[config.mk]
export PLATFORM = sky130hd
export DESIGN_NAME = if_id_fifo_flat
export DESIGN_NICKNAME = d
export VERILOG_FILES = /design/src/rtl/if_id_fifo_if.sv /design/src/rtl/if_id_fifo.sv /design/src/flat_wrapper.sv
export SDC_FILE = /design/constraint.sdc
export NUM_CORES = 1
export LEC_CHECK = 0
export CORE_ASPECT_RATIO = 1.75
export CORE_MARGIN = 2
export CORE_UTILIZATION = 29
export DETAILED_ROUTE_END_ITERATION = 10
export PLACE_DENSITY_LB_ADDON = 0.1
export SETUP_SLACK_MARGIN = 0.02
export SLEW_MARGIN = 20
export SYNTH_ARGS = -nofsm -noshare
export SYNTH_HDL_FRONTEND = slang
export SYNTH_SLANG_ARGS = --single-unit
export TNS_END_PERCENT = 50
[constraint.sdc]
create_clock -name clk_i -period 4.28 [get_ports clk_i]
set_clock_uncertainty 0.2 [all_clocks]
set_input_delay 0.856 -clock clk_i [delete_from_list [all_inputs] [get_ports clk_i]]
set_output_delay 0.856 -clock clk_i [all_outputs]
set_load 0.01 [all_outputs]
[src/rtl/if_id_fifo_if.sv]
// rtl/if_id_fifo_if.sv - valid/ready instruction channel between fetch, queue and decode
//
// One instance carries {pc, instruction} entries in one direction.
//   valid      master -> slave  entry present
//   ready      slave  -> master entry accepted this cycle
//   inst_addr  master -> slave  pc of the entry
//   inst       master -> slave  instruction word

`ifndef ADDR_WIDTH
`define ADDR_WIDTH 32
`endif
`ifndef DATA_WIDTH
`define DATA_WIDTH 32
`endif

interface if_id_fifo_if #(
  parameter int ADDR_W = `ADDR_WIDTH,
  parameter int DATA_W = `DATA_WIDTH
);
  logic              valid;
  logic              ready;
  logic [ADDR_W-1:0] inst_addr;
  logic [DATA_W-1:0] inst;

  modport master (output valid, inst_addr, inst, input ready);
  modport slave  (input valid, inst_addr, inst, output ready);
endinterface

[src/rtl/if_id_fifo.sv]
// rtl/if_id_fifo.sv - DEPTH-entry IF/ID instruction queue with flush and bubble output
//
// Ports:
//   clk_i          sole clock, rising edge
//   rst_n_i        asynchronous active-low reset
//   flush_jump_i   jump/branch redirect, empties the queue
//   flush_int_i    interrupt redirect, empties the queue
//   fetch_if       slave side: fetch pushes {pc, inst}; ready = !full
//   dec_if         master side: decode pops the head; valid = !empty,
//                  head shows BUBBLE_ADDR/BUBBLE_INST when empty
//   count_o        occupancy 0..DEPTH
//   almost_full_o  occupancy >= DEPTH-1

`ifndef ADDR_WIDTH
`define ADDR_WIDTH 32
`endif
`ifndef DATA_WIDTH
`define DATA_WIDTH 32
`endif
`ifndef REBOOT_ADDR
`define REBOOT_ADDR 32'h0000_0000
`endif
`ifndef NOP
`define NOP 32'h0000_0013
`endif

module if_id_fifo #(
  parameter int                ADDR_W      = `ADDR_WIDTH,
  parameter int                DATA_W      = `DATA_WIDTH,
  parameter int                DEPTH       = 4,
  parameter logic [ADDR_W-1:0] BUBBLE_ADDR = `REBOOT_ADDR,
  parameter logic [DATA_W-1:0] BUBBLE_INST = `NOP,
  parameter int                CNT_W       = $clog2(DEPTH + 1)
) (
  input  logic             clk_i,
  input  logic             rst_n_i,
  input  logic             flush_jump_i,
  input  logic             flush_int_i,
  if_id_fifo_if.slave      fetch_if,
  if_id_fifo_if.master     dec_if,
  output logic [CNT_W-1:0] count_o,
  output logic             almost_full_o
);

  localparam int IDX_W = $clog2(DEPTH);
  localparam int PTR_W = IDX_W + 1;
  localparam int ENT_W = ADDR_W + DATA_W;

  logic [ENT_W-1:0] mem_q [DEPTH];
  logic [PTR_W-1:0] wptr_q, wptr_d;
  logic [PTR_W-1:0] rptr_q, rptr_d;
  logic [PTR_W-1:0] occ;
  logic [ENT_W-1:0] head;
  logic             empty, full, push, pop, flush;

  // Pointers carry one extra bit: equal indices with differing MSBs means full.
  assign empty = (wptr_q == rptr_q);
  assign full  = (wptr_q[IDX_W-1:0] == rptr_q[IDX_W-1:0]) &&
                 (wptr_q[PTR_W-1] != rptr_q[PTR_W-1]);
  // Modulo-2*DEPTH difference of the pointers is exactly the occupancy.
  assign occ   = wptr_q - rptr_q;

  assign flush = flush_jump_i | flush_int_i;
  assign push  = fetch_if.valid & ~full;
  assign pop   = ~empty & dec_if.ready;

  always_comb begin
    wptr_d = wptr_q;
    rptr_d = rptr_q;
    if (flush) begin
      wptr_d = '0;
      rptr_d = '0;
    end else begin
      if (push) wptr_d = wptr_q + PTR_W'(1);
      if (pop)  rptr_d = rptr_q + PTR_W'(1);
    end
  end

  always_ff @(posedge clk_i or negedge rst_n_i) begin
    if (!rst_n_i) begin
      wptr_q <= '0;
      rptr_q <= '0;
    end else begin
      wptr_q <= wptr_d;
      rptr_q <= rptr_d;
    end
  end

  // Storage is never reset; the bubble mux below covers the empty case.
  always_ff @(posedge clk_i) begin
    if (push && !flush) begin
      mem_q[wptr_q[IDX_W-1:0]] <= {fetch_if.inst_addr, fetch_if.inst};
    end
  end

  assign head               = mem_q[rptr_q[IDX_W-1:0]];
  assign dec_if.inst_addr   = empty ? BUBBLE_ADDR : head[ENT_W-1:DATA_W];
  assign dec_if.inst        = empty ? BUBBLE_INST : head[DATA_W-1:0];
  assign dec_if.valid       = ~empty;
  assign fetch_if.ready     = ~full;
  assign count_o            = CNT_W'(occ);
  assign almost_full_o      = (occ >= PTR_W'(DEPTH - 1));

endmodule

[src/flat_wrapper.sv]
// flat-port wrapper written by rule: the top's interface ports become plain ports
module if_id_fifo_flat 
#(
  parameter int                ADDR_W      = `ADDR_WIDTH,
  parameter int                DATA_W      = `DATA_WIDTH,
  parameter int                DEPTH       = 4,
  parameter logic [ADDR_W-1:0] BUBBLE_ADDR = `REBOOT_ADDR,
  parameter logic [DATA_W-1:0] BUBBLE_INST = `NOP,
  parameter int                CNT_W       = $clog2(DEPTH + 1)
)
  (clk_i, rst_n_i, flush_jump_i, flush_int_i, count_o, almost_full_o, fetch_if_valid, fetch_if_inst_addr, fetch_if_inst, fetch_if_ready, dec_if_valid, dec_if_inst_addr, dec_if_inst, dec_if_ready);
  if_id_fifo_if #(.ADDR_W(ADDR_W), .DATA_W(DATA_W)) fetch_if_i ();
  if_id_fifo_if #(.ADDR_W(ADDR_W), .DATA_W(DATA_W)) dec_if_i ();
  input  logic clk_i;
  input  logic rst_n_i;
  input  logic flush_jump_i;
  input  logic flush_int_i;
  output logic [CNT_W-1:0] count_o;
  output logic almost_full_o;
  input wire logic [$bits(fetch_if_i.valid)-1:0] fetch_if_valid;
  input wire logic [$bits(fetch_if_i.inst_addr)-1:0] fetch_if_inst_addr;
  input wire logic [$bits(fetch_if_i.inst)-1:0] fetch_if_inst;
  output wire logic [$bits(fetch_if_i.ready)-1:0] fetch_if_ready;
  output wire logic [$bits(dec_if_i.valid)-1:0] dec_if_valid;
  output wire logic [$bits(dec_if_i.inst_addr)-1:0] dec_if_inst_addr;
  output wire logic [$bits(dec_if_i.inst)-1:0] dec_if_inst;
  input wire logic [$bits(dec_if_i.ready)-1:0] dec_if_ready;
  assign fetch_if_i.valid = fetch_if_valid;
  assign fetch_if_i.inst_addr = fetch_if_inst_addr;
  assign fetch_if_i.inst = fetch_if_inst;
  assign fetch_if_ready = fetch_if_i.ready;
  assign dec_if_valid = dec_if_i.valid;
  assign dec_if_inst_addr = dec_if_i.inst_addr;
  assign dec_if_inst = dec_if_i.inst;
  assign dec_if_i.ready = dec_if_ready;
  if_id_fifo #(.ADDR_W(ADDR_W), .DATA_W(DATA_W), .DEPTH(DEPTH), .BUBBLE_ADDR(BUBBLE_ADDR), .BUBBLE_INST(BUBBLE_INST), .CNT_W(CNT_W)) u_core (.clk_i(clk_i), .rst_n_i(rst_n_i), .flush_jump_i(flush_jump_i), .flush_int_i(flush_int_i), .fetch_if(fetch_if_i), .dec_if(dec_if_i), .count_o(count_o), .almost_full_o(almost_full_o));
endmodule
==> results of run 1 <==
==> cell usage in the layout (no fill, tap or decap), types with 2 or more instances in the layout <==
| cell type | synthesis | layout |
|---|---|---|
| o211ai_1 | 4 | 4 |
| mux2i_1 | 4 | 4 |
| edfxtp_1 | 256 | 256 |
| clkinv_1 | 0 | 8 |
| mux4_2 | 64 | 64 |
| or2_1 | 3 | 3 |
| dfrtp_1 | 6 | 4 |
| nand2_1 | 10 | 10 |
| clkbuf_1 | 4 | 3 |
| clkdlybuf4s50_1 | 0 | 139 |
| xnor2_1 | 2 | 2 |
| nor2b_2 | 4 | 4 |
| clkbuf_16 | 0 | 27 |
| inv_1 | 10 | 10 |
| and2b_1 | 3 | 3 |
| buf_12 | 0 | 6 |
| ha_1 | 7 | 7 |
| dfrtp_4 | 0 | 2 |
| buf_4 | 0 | 10 |
| clkinv_2 | 0 | 7 |
| nor2_4 | 0 | 2 |
| and3_4 | 0 | 4 |
| a21oi_1 | 2 | 2 |
| nor2b_1 | 55 | 55 |
==> registers in the layout (all words and copies together), names as in the netlist <==
name,flops
u_core.mem_q,256
u_core.rptr_q,3
u_core.wptr_q,3
==> worst max-delay path, stage by stage (launching register included) <==
cell and delay (ns):
dfrtp_4 0.48, inv_1 0.11, ha_1 0.25, nand2_1 0.28, nor2_4 0.10, buf_4 0.23
nor2b_1 0.26, clkdlybuf4s50_1 0.60
==> cells by family after synthesis <==
kind of cell	count (synthesis)	synth area share [%]
multiplexers	68	14.5
AND/OR/NAND/NOR	85	5.08
buffers and inverters	32	2.00
flip-flops	262	76.5
AO/OA/AOI/OAI	8	0.550
adder cells (fa/ha/maj)	8	1.05
XOR/XNOR	3	0.330
==> repair_timing <==
| item | CTS | global route |
|---|---|---|
| cloned | 1 | 0 |
| pin swaps | 1 | 0 |
| gates resized for setup | 0 | 2 |
| endpoints found under the setup margin | 38 | 9 |
| buffers inserted | 1 | 0 |
==> layout make-up <==
type                    instances  area [um2]  area share (%)
multi-input cells             173        2240            17.1
repair buffers                156        1600            12.2
clock buffers                  30         687            5.25
well taps                     465         582            4.45
flip-flops and latches        262        7850            59.9
clock inverters                17         103           0.784
inverters                      10        37.5           0.287
==> stage by stage <==
step	power, uW	std cells	cell area [um2]
2_1_floorplan	3030	466	10200
5_1_grt	5500	1113	13100
6_report	5300	1113	13100
3_5_place_dp	3220	1064	12300
3_3_place_gp	3210	1064	12300
4_1_cts	5390	1113	13100
==> power groups by stage <==
stage | clock network, uW | logic (uW) | registers [uW]
floorplan | 0 | 123 | 2900
global placement | 0 | 308 | 2900
detailed placement | 0 | 313 | 2900
CTS | 2220 | 320 | 2850
global route | 2310 | 337 | 2850
finish | 2140 | 311 | 2850
==> Yosys cell counts (all sizes together) (2+ instances only) <==
master and number:
nor2b 59, nand2 10, and2b 3, o211ai 4, ha 7, and3 4, dfrtp 6, edfxtp 256
clkbuf 4, mux4 64, mux2i 4, buf 18, nor2 2, or2 3, a21oi 2, xnor2 2
inv 10
==> worst paths after layout <==
kind	cells past startpoint	slack (ns)	from	end
max	7	0.38	u_core.rptr_q[1]	dec_if_inst[19]
min	1	0.38	rst_n_i	u_core.wptr_q[0]
max reg2reg	5	1.30	u_core.rptr_q[0]	u_core.mem_q[0][22]
min reg2reg	2	0.41	u_core.wptr_q[0]	u_core.wptr_q[0]
max in group asynchronous	1	3.23	rst_n_i	u_core.rptr_q[1]
min in group clk_i	2	0.41	u_core.wptr_q[0]	u_core.wptr_q[0]
==> metal layers <==
layer | routed length (um) | vias to the layer above
met2 | 13300 | 109
met3 | 911 | 33
met4 | 562 | 2
li1 | - | 2201
met5 | 11 | -
met1 | 8660 | 2570
==> metrics.txt, run 1 <==
final hold vios=0; Async SR Flop Fraction=2.29%; core box area=around 35000 um2; Hold Crit Class=in -> async; setup ws final=0.379 ns; fin crit share=91.1%; GR peak layer=met2; CTS tree=done; GRT met2 Usage=between 20% and 30%; Initial Util=a little under 30%; fmax=between 0.2 and 0.3 GHz; Port Buffers=between 100 and 150; internal power=4210 uW; via count=4915; vias in the first global route=approximately 5600; Switching Fraction=about a fifth; Netlist Area Pre-Place=approximately 10000 um2; grt total ovfl=0; CTS sink cnt=about 260; largest net degree at the start of global routing=68; status=finished clean; library cells used by synthesis=28; synthesis-to-finish area growth=27.8%; Final min period=about 3.9 ns; WS Path Type=reg -> out; syn nets=around 540; total wire length=23500 um; Clock Tree Root=clkbuf_16; CP Max Fanout=12; Skew-Pair Late Insertion Delay=~0.53 ns; Max Slew Vio Count=0; flop and latch count out of synthesis=approximately 260; clock network fraction of design power=approximately two fifths; Leak Pwr=a little over 0.004 uW; switching pwr=~1100 uW; H-tree Lvls=1; number of enable flip-flop cells after synthesis=256; Wirelength per Cell=about 21 um; DRC marker count from the first detailed-route iteration=220; routability congestion estimate=a little over 0.7; Worst Path Required=3.22 ns; Layout Utilization=a little under two fifths; layout cell share with drive strength beyond 1=20.1%; Final nets=between 700 and 800; vias per inst=between 4 and 5; IO Count=140; RSZ-0062 raised after global routing=no; Final setup viols=0; cts hold-fix bufs=0; Die Y=between 200 and 300 um; hold_ws=about 0.38 ns; Final ANT Viol Nets=0; CTS max path bufs=3; diodes inserted=0; met3 usage=approximately 2.2%; top cells by area, synth=edfxtp_1, mux4_2, nor2b_1; max cap viols=0; relative slew slack=about half; met1 Resource Use GR=between 10% and 20%; area share of the largest cell type after synthesis=75.1%; top_reg_cell synth=edfxtp_1; initial antenna violation count=1; total track usage=around an eighth; Inserted Clock Buffers=26; post-DP HPWL=~14000 um; setup TNS=0 ns; peak supply drop=around 0.25 mV; # fillers=3322; Slew @ Worst Pin=approximately 0.77 ns; Sequential Power Share=between 50% and 60%; DR pass1 iterations=6; Yosys warning count=0; part of the power in combinational logic=5.9%; die area=around 37000 um2; Synth area leader=edfxtp_1; Cells after Synth=~470; Syn Area/Cell=between 20 and 25 um2; Worst Path Arrival=between 2 and 3 ns; startpoint types=flop; num rows=between 90 and 100; drc violations=0; Setup crit end kind=output port; Die X=~150 um; register area share after synthesis=76.5%; first-pass GRT wire length=roughly 35000 um; pre-CTS WS=approximately 0.43 ns; clock slew at reported path FFs=about 0.06 ns; power per cell area=between 400 and 500 nW/um2
(Power assumes the default switching activity.)
==> inputs of run 2 (changes only) <==
CAP_MARGIN = 40   (was default)
==> run 2 against run 1 <==
  * Clock power rose by 6%
  * Clock-buffer cell count down 1
  * Largest cell class unchanged
  * Wire length is 2.6% lower
  * Final cell count barely moved
  * Sequential power about the same
  * Global-route usage decreased by 0.32 points
  * Setup slack better by 0.073 ns
  * First-iteration DRC count is 23% lower
  * Non-clock buffer count grew 1
  * Largest power group unchanged
  * Flip-flop and latch count unchanged
==> metrics.txt, run 2 (synthesized netlist as in run 1, its figures left out) <==
routability congestion estimate=between 0.7 and 0.8; cts repair resizes=0; Clock Tree Root=clkbuf_16; Inserted Clock Buffers=26; num rows=~90; via count=just under 5000; largest net degree at the start of global routing=around 70; CTS max path bufs=3; Final ANT Viol Nets=0; RSZ-0062 raised after global routing=no; Die Y=253 um; CP Max Fanout=67; DRC marker count from the first detailed-route iteration=between 150 and 200; Worst Path Required=approximately 3.2 ns; Skew-Pair Late Insertion Delay=~0.53 ns; startpoint types=flop; IO Count=140; commonest non-fill, non-tap cell in the layout=edfxtp_1; vias per inst=around 4.4; CTS tree=done; Wirelength per Cell=approximately 21 um; diodes inserted=0; Final setup viols=0; fmax=roughly 0.26 GHz; Leak Pwr=just over 0.004 uW; # fillers=3309; synthesis-to-finish area growth=28.6%; Port Buffers=between 100 and 150; post-DP HPWL=approximately 14000 um; WS Path Type=reg -> out; fin crit share=roughly nine tenths; Initial Util=29.2%; peak supply drop=0.243 mV; placed cell count=roughly 1100; final hold vios=0; Post-CTS Setup Bufs=0; routed length on met2=13100 um; met1 wire length=approximately 8600 um; Max Slew Vio Count=0; hold_ws=~0.38 ns; total track usage=around 13%; cts hold-fix bufs=0; Routed met3 length=between 800 and 900 um; Critical path origin=u_core.rptr_q[0]; CTS sink cnt=262; max reg flops=256; core box area=approximately 35000 um2; setup TNS=0 ns; Seq. cell area=between 7000 and 8000 um2; vias in the first global route=between 5000 and 6000; H-tree Lvls=1; max cap viols=0; uppermost layer routed=met5; DR pass1 iterations=4; Slew @ Worst Pin=between 0.5 and 0.6 ns; RR Startpoint=u_core.wptr_q[0]; relative slew slack=roughly three fifths; Reg2Reg Setup Slack=between 1 and 1.5 ns; fin cells=1114; drc violations=0; most frequent cells in the layout=edfxtp_1, clkdlybuf4s50_1, mux4_2; total wire length=22900 um; layout cell share with drive strength beyond 1=a little over a fifth; first-pass GRT wire length=34500 um; die area=between 30000 and 40000 um2; Worst Path Arrival=2.77 ns; clock slew at reported path FFs=approximately 0.070 ns; grt total ovfl=0; Final min period=between 3 and 4 ns; Hold Crit Class=in -> async; status=finished clean; area of the multi-input gates=approximately 2200 um2; initial antenna violation count=1; power per cell area=411 nW/um2; FF-to-FF End=u_core.mem_q[1][30]; R2R depth=6; Die X=~150 um; Setup crit end kind=output port; Final nets=slightly above 700
run 2: cell types whose count changed in the layout (fill, tap and decap cells not counted), sizes merged:
cell,change
bufinv,+2
nor2,-1
buf,+1
clkbuf,-1
run 2: how the worst max path moves through the flow:
stage	endpoint	slack, ns	cells past startpoint
5_1_grt	dec_if_inst[4]	0.28	4
4_1_cts	dec_if_inst[19]	0.35	5
3_3_place_gp	dec_if_inst[4]	0.50	6
2_1_floorplan	u_core.mem_q[0][0]	0.37	7
3_5_place_dp	u_core.mem_q[1][30]	0.87	5
6_report	dec_if_inst[4]	0.45	4
run 2: per-layer routing:
layer,global-route usage [%],vias up
met5,0,-
li1,-,2210
met2,24.8,107
met4,3.63,2
met3,2.02,30
met1,13.6,2543
run 2: worst max-delay path: stages, from the launching register on:
cell             delay (ns)
dfrtp_4                0.43
buf_12                 0.48
mux4_2                 0.62
or2_1                  0.23
clkdlybuf4s50_1        0.48
run 2: area by class of cell:
type	count	share of cell area (%)
clock buffer	29	5.19
sequential	262	59.5
tap	465	4.42
inverter	10	0.285
multi-input combinational	172	16.9
clock inverter	19	1.27
timing repair buffer	157	12.4
run 2: report_power, final:
part           internal, uW  switching, uW
Combinational           169            140
Clock                  1330            936
Sequential             2840           6.00
run 2: metrics by stage:
stage | utilization [%] | worst slack, ns | power, uW | cell area, um2
final | 37.6 | 0.452 | 5420 | 13200
after global routing | 37.6 | 0.282 | 5620 | 13200
after CTS | 37.6 | 0.353 | 5510 | 13200
after detailed placement | 35.1 | 0.875 | 3220 | 12300
after global placement | 35.0 | 0.499 | 3210 | 12300
after floorplan | - | 0.366 | 3030 | 10200
==> inputs of run 3 (changes only) <==
GPL_TIMING_DRIVEN = 0   (was default)
==> run 3 against run 2 <==
  * Core utilization is 0.089 points higher
  * First-iteration DRC count is 14% higher
  * Final cell count is 0.72% higher
  * Worst hold slack better by 0.0044 ns
  * Setup slack worse by 0.24 ns
  * Critical path depth is 6 higher
  * Via count is 2.0% higher
  * Clock power hardly changed
  * Die area stayed put
  * Non-clock buffer count is 8 higher
  * Critical path type unchanged
  * Largest cell class unchanged
==> metrics.txt, run 3 (synthesized netlist as in run 1, its figures left out) <==
Leak Pwr=around 0.0041 uW; Final min period=around 4.1 ns; area post-placement=roughly 12000 um2; layout cell share with drive strength beyond 1=roughly a fifth; fin crit share=a little over nine tenths; RSZ-0062 raised after global routing=no; Slew @ Worst Pin=~0.75 ns; Worst Path Required=~3.2 ns; CTS sink cnt=262; R2R depth=8; via count=4988; CTS max path bufs=3; H-tree Lvls=1; drc violations=0; Skew-Pair Late Insertion Delay=about 0.53 ns; worst path bufs/invs=6; relative slew slack=between 50% and 60%; Setup crit end kind=output port; synthesis-to-finish area growth=28.9%; Port Buffers=between 100 and 150; Die Y=between 200 and 300 um; Initial Util=about 30%; status=finished clean; CP Max Fanout=10; peak supply drop=0.312 mV; RR Startpoint=u_core.rptr_q[1]; largest net degree at the start of global routing=37; core box area=35100 um2; FF-to-FF End=u_core.mem_q[1][27]; routability congestion estimate=around 0.76; WS Path Type=reg -> out; IO Count=140; DRC marker count from the first detailed-route iteration=approximately 190; DR pass1 iterations=4; Final ANT Viol Nets=0; post-DP HPWL=14100 um; Final nets=715; power per cell area=410 nW/um2; Critical Path, Cell by Cell=buf_6 > buf_6 > inv_1 > ha_1 > nand2_1 > nor2_2 > buf_6 > buf_6 > nor2b_1 > clkdlybuf4s50_1; Wirelength per Cell=19.8 um; commonest non-fill, non-tap cell in the layout=edfxtp_1; max reg flops=~260; Max Slew Vio Count=0; clock slew at reported path FFs=roughly 0.060 ns; setup TNS=0 ns; max cap viols=0; num rows=91; Clock Tree Root=clkbuf_16; post-route cell area=13200 um2; slowest CP cell=clkdlybuf4s50_1; most frequent cells in the layout=edfxtp_1, clkdlybuf4s50_1, mux4_2; critical path's largest stage delay=around 0.58 ns; CP top delay family=buffers and inverters; initial antenna violation count=0; total wire length=around 22000 um; Reg2Reg Setup Slack=0.88 ns; Die X=around 150 um; vias per inst=4.45; diodes inserted=0; Hold Crit Class=in -> async; most frequent CP cell=buf_6; startpoint types=flop; grt total ovfl=0; first-pass GRT wire length=roughly 34000 um; total power=roughly 5400 uW; fmax=approximately 0.25 GHz; CTS tree=done; die area=between 30000 and 40000 um2; vias in the first global route=about 5600; Worst Path Arrival=between 3 and 4 ns; Inserted Clock Buffers=26; Final setup viols=0; total track usage=about 12%; final hold vios=0
[run 3: cell count changes in the layout (fill, tap and decap cells not counted), moves of 2 or more]
cell      previous run  this run
buf_12               7         1
clkinv_1             4         8
nor2b_2              4         7
dfrtp_4              2         0
buf_4               10         0
buf_2                0         5
nor2b_1             55        52
clkbuf_1             2         8
buf_6                0        12
buf_16               1         3
clkinv_2            11         5
[run 3: where the power goes]
| group | leakage [uW] | switching [uW] | internal, uW | total, uW |
|---|---|---|---|---|
| sequential | 0.00239 | 5.94 | 2840 | 2850 |
| clock | 0.000413 | 930 | 1330 | 2260 |
| combinational | 0.00132 | 142 | 173 | 315 |
[run 3: stage by stage]
| stage | cells | hold WS [ns] | utilization [%] | setup WS, ns |
|---|---|---|---|---|
| detailed placement | 1074 | 0.378 | 35.2 | 0.119 |
| global route | 1122 | 0.389 | 37.7 | 0.0309 |
| global placement | 1070 | 0.356 | 34.8 | -1.65 |
| finish | 1122 | 0.386 | 37.7 | 0.214 |
| floorplan | 466 | 0.343 | - | 0.366 |
| CTS | 1122 | 0.370 | 37.6 | 0.0214 |
[run 3: per-layer routing]
layer	track usage [%]	share of wire, %
met1	13.7	38
met2	23.6	56
met3	1.77	3.8
met4	4.30	2.3
met5	0	0
[run 3: final cells by class]
type                       count  area (um2)
fill                        3335       21900
sequential                   262        7840
multi-input combinational    172        2230
timing repair buffer         143        1500
clock buffer                  32         694
tap                          465         582
buffer                        22         184
clock inverter                16         145
inverter                      10        37.5
[run 3: how the worst max path moves through the flow]
stage,cells past startpoint,slack (ns),endpoint,startpoint
after detailed placement,9,0.12,dec_if_inst[15],u_core.rptr_q[1]
after global placement,7,-1.65,u_core.mem_q[0][30],u_core.rptr_q[1]
after global routing,10,0.03,dec_if_inst[26],u_core.rptr_q[1]
after CTS,10,0.02,dec_if_inst_addr[23],u_core.rptr_q[1]
final,10,0.21,dec_if_inst_addr[15],u_core.rptr_q[1]
after floorplan,7,0.37,u_core.mem_q[0][0],u_core.rptr_q[1]
[run 3: what timing repair did]
action	in CTS	in global routing
hold buffers	0	0
buffers inserted	0	0
setup endpoints to repair	65	9
cloned	0	0
resized for setup	7	4
